`config.mk`:
```
export PLATFORM = sky130hd
export DESIGN_NAME = modulo_entrada_chaves
export DESIGN_NICKNAME = d
export VERILOG_FILES = /design/src/rtl/entrada_pkg.sv /design/src/rtl/sincronizador.sv /design/src/rtl/modulo_entrada_chaves.sv
export SDC_FILE = /design/constraint.sdc
export NUM_CORES = 1
export LEC_CHECK = 0
export CORE_UTILIZATION = 40
export CTS_CLUSTER_SIZE = 20
export DETAILED_ROUTE_END_ITERATION = 6
export PLACE_DENSITY_LB_ADDON = 0.05
export SYNTH_ARGS = -nofsm -noshare
export SYNTH_HDL_FRONTEND = slang
export SYNTH_SLANG_ARGS = --single-unit
```
`constraint.sdc`:
```
create_clock -name clk0 -period 3.1 [get_ports clk0]
set_clock_uncertainty 0.2 [all_clocks]
set_input_delay 0.31 -clock clk0 [delete_from_list [all_inputs] [get_ports clk0]]
set_output_delay 0.31 -clock clk0 [all_outputs]
set_load 0.005 [all_outputs]
```
`src/rtl/entrada_pkg.sv`:
```
// rtl/entrada_pkg.sv - shared types and default constants for the Entrada input stage
// Purpose: FSM state encoding and default parameter values used by modulo_entrada_chaves.
// Ports: none (package).
package entrada_pkg;

    typedef enum logic [1:0] {
        OCIOSO        = 2'd0,
        DEB_PRESS     = 2'd1,
        ESPERA_SOLTAR = 2'd2,
        DEB_SOLTA     = 2'd3
    } estado_t;

    // 10 ms at 50 MHz
    localparam int DEBOUNCE_CYCLES_DEF = 500000;
    localparam int SW_W_DEF            = 16;

endpackage

```
`src/rtl/sincronizador.sv`:
```
// rtl/sincronizador.sv - two-flop synchronizer with configurable reset value
// Purpose: brings asynchronous inputs into the clk domain.
// Ports:
//   clk    input          sampling clock
//   reset  input          asynchronous, active-low reset (flops load RST_VAL)
//   d      input  WIDTH   asynchronous input
//   q      output WIDTH   synchronized output
module sincronizador #(
    parameter int                 WIDTH   = 1,
    parameter logic [WIDTH-1:0]   RST_VAL = '0
) (
    input  logic             clk,
    input  logic             reset,
    input  logic [WIDTH-1:0] d,
    output logic [WIDTH-1:0] q
);

    logic [WIDTH-1:0] meta;

    always_ff @(posedge clk or negedge reset) begin
        if (!reset) begin
            meta <= RST_VAL;
            q    <= RST_VAL;
        end else begin
            meta <= d;
            q    <= meta;
        end
    end

endmodule

```
`src/rtl/modulo_entrada_chaves.sv`:
```
// rtl/modulo_entrada_chaves.sv - debounced push-button capture of the slide switches
// Purpose: synchronizes and debounces the active-low ent button; each confirmed press
//   captures the synchronized switches into a holding buffer read via valido/ler.
//   Macro ENTRADA_FIFO_EN replaces the single holding register with a FIFO_DEPTH FIFO.
// Ports:
//   clk0      input          board clock
//   reset     input          asynchronous, active-low reset
//   ent       input          raw push button, pressed = 0
//   switch    input  SW_W    raw slide switches
//   ler       input          consumer read strobe, one cycle per word
//   dado      output SW_W    head word of the buffer
//   valido    output         dado holds an unread word
//   overflow  output         sticky, a confirmed press was dropped (buffer full)
//   ocupado   output         FSM not in OCIOSO
module modulo_entrada_chaves
    import entrada_pkg::*;
#(
    parameter int DEBOUNCE_CYCLES = DEBOUNCE_CYCLES_DEF,
    parameter int CNT_W           = 20,
    parameter int SW_W            = SW_W_DEF,
    parameter int FIFO_DEPTH      = 4
) (
    input  logic            clk0,
    input  logic            reset,
    input  logic            ent,
    input  logic [SW_W-1:0] switch,
    input  logic            ler,
    output logic [SW_W-1:0] dado,
    output logic            valido,
    output logic            overflow,
    output logic            ocupado
);

    if (FIFO_DEPTH < 2 || (FIFO_DEPTH & (FIFO_DEPTH - 1)) != 0 ||
        (64'd1 << CNT_W) <= 64'(DEBOUNCE_CYCLES)) begin : g_param_invalido
        $error("modulo_entrada_chaves: invalid FIFO_DEPTH or CNT_W");
    end

    localparam logic [CNT_W-1:0] CNT_MAX = CNT_W'(DEBOUNCE_CYCLES - 1);

    logic            ent_s;
    logic [SW_W-1:0] sw_s;

    sincronizador #(.WIDTH(1), .RST_VAL(1'b1)) u_sync_ent (
        .clk   (clk0),
        .reset (reset),
        .d     (ent),
        .q     (ent_s)
    );

    sincronizador #(.WIDTH(SW_W), .RST_VAL('0)) u_sync_sw (
        .clk   (clk0),
        .reset (reset),
        .d     (switch),
        .q     (sw_s)
    );

    estado_t          estado, estado_nx;
    logic [CNT_W-1:0] cnt, cnt_nx;
    logic             captura;

    // Resetting into ESPERA_SOLTAR means a button held through reset release
    // must first be released and debounced before any capture is possible.
    always_ff @(posedge clk0 or negedge reset) begin
        if (!reset) begin
            estado <= ESPERA_SOLTAR;
            cnt    <= '0;
        end else begin
            estado <= estado_nx;
            cnt    <= cnt_nx;
        end
    end

    always_comb begin
        estado_nx = estado;
        cnt_nx    = cnt;
        captura   = 1'b0;
        case (estado)
            OCIOSO: begin
                if (!ent_s) begin
                    estado_nx = DEB_PRESS;
                    cnt_nx    = '0;
                end
            end
            DEB_PRESS: begin
                if (ent_s) begin
                    estado_nx = OCIOSO;
                    cnt_nx    = '0;
                end else if (cnt == CNT_MAX) begin
                    captura   = 1'b1;
                    estado_nx = ESPERA_SOLTAR;
                end else begin
                    cnt_nx = cnt + CNT_W'(1);
                end
            end
            ESPERA_SOLTAR: begin
                if (ent_s) begin
                    estado_nx = DEB_SOLTA;
                    cnt_nx    = '0;
                end
            end
            DEB_SOLTA: begin
                if (!ent_s) begin
                    estado_nx = ESPERA_SOLTAR;
                end else if (cnt == CNT_MAX) begin
                    estado_nx = OCIOSO;
                end else begin
                    cnt_nx = cnt + CNT_W'(1);
                end
            end
            default: estado_nx = ESPERA_SOLTAR;
        endcase
    end

    assign ocupado = (estado != OCIOSO);

`ifdef ENTRADA_FIFO_EN
    localparam int AW = $clog2(FIFO_DEPTH);

    logic [SW_W-1:0] mem [FIFO_DEPTH];
    logic [AW:0]     wr_ptr, rd_ptr;
    logic            vazio, cheio, pop, push;

    // Extra pointer MSB distinguishes full from empty when the indices match.
    assign vazio = (wr_ptr == rd_ptr);
    assign cheio = (wr_ptr[AW] != rd_ptr[AW]) && (wr_ptr[AW-1:0] == rd_ptr[AW-1:0]);
    assign pop   = ler && !vazio;
    // A pop in the same cycle frees the slot a full FIFO needs for the push.
    assign push  = captura && (!cheio || pop);

    always_ff @(posedge clk0 or negedge reset) begin
        if (!reset) begin
            wr_ptr   <= '0;
            rd_ptr   <= '0;
            overflow <= 1'b0;
            for (int i = 0; i < FIFO_DEPTH; i++) begin
                mem[i] <= '0;
            end
        end else begin
            if (push) begin
                mem[wr_ptr[AW-1:0]] <= sw_s;
                wr_ptr              <= wr_ptr + 1'b1;
            end
            if (pop) begin
                rd_ptr <= rd_ptr + 1'b1;
            end
            if (captura && !push) begin
                overflow <= 1'b1;
            end
        end
    end

    assign dado   = mem[rd_ptr[AW-1:0]];
    assign valido = !vazio;
`else
    always_ff @(posedge clk0 or negedge reset) begin
        if (!reset) begin
            dado     <= '0;
            valido   <= 1'b0;
            overflow <= 1'b0;
        end else if (captura) begin
            // A read in the capture cycle frees the register for the new word.
            if (!valido || ler) begin
                dado   <= sw_s;
                valido <= 1'b1;
            end else begin
                overflow <= 1'b1;
            end
        end else if (ler && valido) begin
            valido <= 1'b0;
        end
    end
`endif

endmodule

```
==> results of run 1 <==
layout make-up:
class | count | area [um2]
clock buffers | 11 | 151
clock inverters | 5 | 61.3
repair buffers | 43 | 418
flip-flops and latches | 74 | 1860
multi-input cells | 151 | 1020
inverters | 7 | 26.3
well taps | 96 | 120
fillers | 632 | 3320
worst max-delay path, cell delays in order, from the launching register on:
cell and delay [ps]:
dfrtp_1 410, ha_1 220, inv_1 90, or3_1 490, nor4_4 300, buf_4 280
mux2_2 370
sequential cells by signal, summed over array words and instances, names as in the netlist, named ones only:
register and count:
u_sync_ent.q 1, u_sync_ent.meta 1, estado 1, valido 1
dado 16, overflow 1, u_sync_sw.q 16, cnt 20
u_sync_sw.meta 16
power groups by stage:
stage / clock network (mW) / logic (mW) / registers [mW]
after floorplan: 0 / 0.0301 / 1.02
after global placement: 0 / 0.0828 / 1.02
after detailed placement: 0 / 0.0819 / 1.02
after CTS: 0.807 / 0.0835 / 1.00
after global routing: 0.840 / 0.0930 / 1.00
final: 0.774 / 0.0812 / 1.00
path summary, 6_finish.rpt:
check	slack, ps	from	to
worst max-delay path	620	cnt[1]	dado[6]
worst min-delay path	150	u_sync_sw.meta[5]	u_sync_sw.q[5]
worst max register to register	620	cnt[1]	dado[6]
worst min register to register	150	u_sync_sw.meta[5]	u_sync_sw.q[5]
max in group asynchronous	1680	reset	u_sync_sw.meta[9]
min in group asynchronous	440	reset	u_sync_sw.meta[8]
cells by family (layout without fill, tap and decap cells):
logic type / after synthesis / after routing / share of synthesized area
buf+inv: 19 / 66 / 0.0271
simple gates: 77 / 77 / 0.158
fa+ha+maj: 1 / 1 / 0.00423
xor+xnor: 2 / 2 / 0.00592
flops: 74 / 74 / 0.627
mux: 17 / 17 / 0.0642
compound gates: 54 / 54 / 0.114
metal layers:
metal,share of wire,vias to the layer above,GRT usage
met4,0.015,0,0.0689
met3,0.035,8,0.0368
met1,0.47,1023,0.228
li1,-,977,-
met2,0.48,38,0.250
met5,0,-,0
synth_stat cells, drive strengths merged (2+ instances only):
master	instances
a21oi	7
a31oi	9
and2	4
and3	3
and4	2
buf	2
clkbuf	10
dfrtp	71
dfstp	3
inv	7
mux2	16
nand2	20
nand2b	3
nand3	10
nand3b	3
nand4	7
nand4b	2
nor2	6
nor3	2
nor4	3
nor4b	3
o2111ai	2
o211a	2
o21ai	20
o31ai	7
or3	4
or4	2
==> run_results.csv, run 1 <==
group,metric,value,unit
outcome,run_status,"finished, final reports clean",
power_and_ir_drop,clock_power_share,0.417,
clock_tree,clock_latency,340,ps
power_and_ir_drop,pwr-share-seq,0.539,
setup_path,worst-endpoint-required,3120,ps
detailed_routing,post-route-drc-count,0,
global_routing,grt_pass1_wl,9620,um
sta,final.min_clock_period,2480,ps
yosys,syn-mean-instance-area,12.1,um2
global_routing,first_global_vias,2009,
sta,hold_ws,149,ps
min_path,hp-class,"flop to flop",
sta,fin_setup_tns,0,ps
final_layout,design.final.nets,307,
final_layout,final_area,3660,um2
yosys,synth.yosys.seq_area_share,0.627,
yosys,postSynthCellCount,244,
global_routing,grt_overflow,0,
sta,worst_slew_margin_rel,0.408,
power_and_ir_drop,vdd.ir_drop.worst,0.302,mV
placed_design,port_buffers,38,
placed_design,post-place-cells,370,
clock_tree,clockRootBuffer,"clkbuf_8",
power_and_ir_drop,sw_pwr,0.411,mW
die,dieHeight,88.0,um
job,maxCapViolCount,0,
power_and_ir_drop,power-per-cell-area,507,nW/um2
yosys,synth_async_sr_flop_share,1.00,
power_and_ir_drop,power.share.switching,0.222,
setup_path,setup.worst_path.class,"flop to flop",
sta,rsz_0062_raised_after_global_routing,"no",
final_layout,area_growth,23.5,%
sta,maxClockFrequency,403,MHz
final_layout,layout.cells.most_common_list,"71 x dfrtp_1, 37 x clkdlybuf4s50_1, 20 x nand2_1",
clock_tree,holdBufCountCts,1,
detailed_routing,average_routed_wire_per_standard_cell,14.3,um
clock_tree,number_of_gates_resized_after_cts,0,
clock_tree,cts-buffers-inserted,9,
setup_path,timing.reg2reg.worst_path_depth,6,
yosys,synth_area_leaders,"dfrtp_1 60%, mux2_2 6.1%, o21ai_0 3.2%",
detailed_routing,drt_first_iter_violations,79,
clock_tree,clk_transition_reported_paths,80,ps
setup_path,critPathMaxFanout,16,
placed_design,place.detailed.hpwl,3670,um
clock_tree,cts_post_setup_buffers_inserted,0,
final_layout,final_core_util,0.524,
global_routing,grt_antenna_before_repair,0,
setup_path,endpoint_kind,"flop",
sta,setup_ws,616,ps
detailed_routing,detailedRoute.firstPassIterationCount,4,
die,top_level_ports,39,
final_layout,fin_cells,387,
detailed_routing,vias_after_detailed_routing,2046,
yosys,postSynth.topFlopCell,"dfrtp_1",
global_routing,grt_start_max_net_pins,75,
die,placeableCoreArea,6980,um2
setup_path,crit_start_category,"flop",
power_and_ir_drop,leakage,1.55,nW
setup_path,arrival_time_at_the_worst_endpoint,2500,ps
yosys,mappedNetlistNets,265,
clock_tree,cts_sinks,74,
sta,timing_hold_violations_final,0,
power_and_ir_drop,power,1.85,mW
yosys,synth_edf_count,0,
yosys,mappedNetlistArea,2960,um2
power_and_ir_drop,share_comb_of_total_power,0.044,
global_routing,grt_usage,0.164,
final_layout,antennaDiodeCount,0,
min_path,hold_depth,0,
detailed_routing,finalWirelength,5520,um
die,die_width,88.0,um
placed_design,routabilityCongestion,0.796,
clock_tree,cts_htree_levels,3,
yosys,ys_seq_elements,74,
yosys,synth_largest_area_cell,"dfrtp_1",
die,dieArea,7750,um2
placed_design,placed_area,3430,um2
placed_design,setup_slack_placement,634,ps
clock_tree,ctsLongestPathBuffers,2,
yosys,share_of_the_synthesized_area_in_the_top_cell_type,0.600,
die,floorplan.initialDensity,0.424,
sta,final-setup-viol-count,0,
final_layout,layout.cells.most_common,"dfrtp_1",
final_layout,drive_above_1_share,0.162,
clock_tree,cts_tree,"done",
sta,period_utilization_post_route,0.801,
detailed_routing,ant_nets,0,
yosys,yosysUniqueCellTypes,50,
die,core.rowCount,30,
power_and_ir_drop,power.internal,1.44,mW
detailed_routing,avgViaCountPerCell,5.29,
yosys,ys_warn_count,0,
sta,worstMarginPinSlew,888,ps
sta,final_max_slew_viol_count,0,
No activity file was read; power rests on OpenSTA's default activity.
==> run 2, diff against run 1 <==
- clock period: 3.1 -> 2.4 ns (I/O delays scaled with it)
==> run 2 against run 1 <==
Register-to-register slack got worse by 480 ps. Highest routed layer unchanged. Hold slack got worse by 28 ps. First-iteration DRC count grew 15%. Power rose by 28%. Largest power group unchanged.
==> run_results.csv, run 2 (same netlist as run 1, synthesis figures left out) <==
group,metric,value,unit
min_path,hp-class,"primary input to flop",
power_and_ir_drop,power,2.37,mW
setup_path,slowest_delay,410,ps
job,maxCapViolCount,0,
global_routing,met3_resource_use_gr,0.0471,
final_layout,final_core_util,0.539,
clock_tree,clockRootBuffer,"clkbuf_8",
final_layout,design.final.nets,317,
sta,period_utilization_post_route,0.945,
power_and_ir_drop,power-per-cell-area,629,nW/um2
final_layout,fin_cells,396,
power_and_ir_drop,sw_pwr,0.505,mW
detailed_routing,drt_first_iter_violations,91,
detailed_routing,vias_after_detailed_routing,2065,
detailed_routing,post-route-drc-count,0,
final_layout,layout.filler_cells,621,
detailed_routing,average_routed_wire_per_standard_cell,14.8,um
die,die_width,88.0,um
clock_tree,cts_sinks,74,
sta,setup_ws,133,ps
die,floorplan.initialDensity,0.424,
power_and_ir_drop,power.internal,1.86,mW
sta,rsz_0062_raised_after_global_routing,"no",
sta,hold_ws,121,ps
sta,timing_hold_violations_final,0,
setup_path,path_cells,"nor4b_2, or2b_1, nor4_4, buf_12, mux2_2",
placed_design,placed_area,3530,um2
sta,worst_slew_margin_rel,0.568,
setup_path,endpoint_kind,"flop",
setup_path,worst_path_bufs_invs,1,
setup_path,cpMaxStageDelayCell,"dfrtp_1",
global_routing,grt_usage,0.174,
placed_design,port_buffers,38,
sta,maxClockFrequency,441,MHz
detailed_routing,finalWirelength,5870,um
placed_design,routabilityCongestion,0.773,
clock_tree,cts_post_setup_buffers_inserted,0,
final_layout,multi_input_comb_area,1040,um2
final_layout,area.sequential,1860,um2
final_layout,drive_above_1_share,0.197,
setup_path,worst-endpoint-required,2410,ps
final_layout,antennaDiodeCount,0,
setup_path,setup.worst_path.class,"flop to flop",
sta,final-setup-viol-count,0,
setup_path,crit_family,"simple AND/OR/NAND/NOR gates",
clock_tree,clk_transition_reported_paths,70,ps
global_routing,globalRoute.busiestLayer,"met2",
global_routing,grt_antenna_before_repair,0,
die,dieArea,7750,um2
final_layout,area_growth,27.2,%
global_routing,grt_start_max_net_pins,50,
die,dieHeight,88.0,um
clock_tree,clock_latency,330,ps
outcome,run_status,"finished, final reports clean",
detailed_routing,avgViaCountPerCell,5.21,
die,core.rowCount,30,
clock_tree,ctsLongestPathBuffers,2,
detailed_routing,detailedRoute.firstPassIterationCount,4,
setup_path,arrival_time_at_the_worst_endpoint,2280,ps
final_layout,layout.cells.most_common_list,"71 x dfrtp_1, 37 x clkdlybuf4s50_1, 20 x nand2_1",
global_routing,grt_pass1_wl,10100,um
final_layout,final_area,3760,um2
power_and_ir_drop,vdd.ir_drop.worst,0.349,mV
power_and_ir_drop,share_comb_of_total_power,0.048,
setup_path,critPathMaxFanout,16,
sta,worstMarginPinSlew,644,ps
global_routing,first_global_vias,2055,
final_layout,layout.cells.most_common,"dfrtp_1",
die,top_level_ports,39,
sta,final_max_slew_viol_count,0,
power_and_ir_drop,clock_power_share,0.406,
placed_design,setup_slack_placement,96.2,ps
power_and_ir_drop,leakage,1.62,nW
power_and_ir_drop,power.share.switching,0.213,
final_layout,largest_register_ff_count,20,
detailed_routing,ant_nets,0,
sta,final.min_clock_period,2270,ps
setup_path,crit_start_category,"flop",
final_layout,largest_register,"cnt",
global_routing,grt_util_met1,0.237,
sta,fin_setup_tns,0,ps
global_routing,grtUsageMet2,0.265,
global_routing,grt_overflow,0,
placed_design,place.detailed.hpwl,4010,um
clock_tree,cts_htree_levels,3,
clock_tree,cts_tree,"done",
placed_design,post-place-cells,380,
die,placeableCoreArea,6980,um2
clock_tree,cts-buffers-inserted,9,
power_and_ir_drop,pwr-share-seq,0.546,
-- run 2: cell count changes in the layout (fill, tap and decap cells not counted) --
cell	delta
nor4b_1	-2
buf_4	+8
o21ai_1	+1
clkinv_2	+1
buf_12	+2
o21ai_0	-1
clkinv_4	+1
nor4b_2	+2
inv_6	-1
or3_1	-1
or3_4	+1
clkinvlp_4	-2
-- run 2: path summary, 6_finish.rpt --
| check | cells after the start | slack (ps) | end | from |
|---|---|---|---|---|
| hold / removal | 1 | 120 | u_sync_ent.meta | ent |
| hold reg to reg | 0 | 150 | u_sync_sw.q[6] | u_sync_sw.meta[6] |
| setup reg to reg | 5 | 130 | dado[1] | cnt[11] |
| min in group asynchronous | 2 | 280 | u_sync_sw.meta[7] | reset |
| setup / recovery | 5 | 130 | dado[1] | cnt[11] |
| max in group asynchronous | 3 | 1090 | u_sync_ent.q | reset |
-- run 2: cell type report --
cell class                 count  area share
timing repair buffer          53       0.138
clock buffer                  11      0.0402
clock inverter                 4      0.0136
sequential                    74       0.493
tap                           96      0.0319
multi-input combinational    151       0.277
inverter                       7     0.00698
-- run 2: repair_timing --
item	in CTS	in global routing
gates resized for setup	0	4
hold buffers	1	0
endpoints found under the setup margin	0	20
hold endpoints to repair	48	0
-- run 2: metal layers --
layer / up-vias / part of all wire / wire length (um)
met5: - / 0 / 0
met4: 0 / 0.0085 / 50
met3: 4 / 0.037 / 220
met2: 40 / 0.47 / 2740
met1: 1027 / 0.49 / 2860
li1: 994 / - / -
-- run 2: power by group through the flow --
stage          Combinational (mW)  Clock [mW]  Sequential, mW
2_1_floorplan              0.0389           0            1.31
3_3_place_gp                0.113           0            1.32
3_5_place_dp                0.114           0            1.32
4_1_cts                     0.115        1.00            1.29
5_1_grt                     0.127        1.06            1.30
6_report                    0.113       0.961            1.29
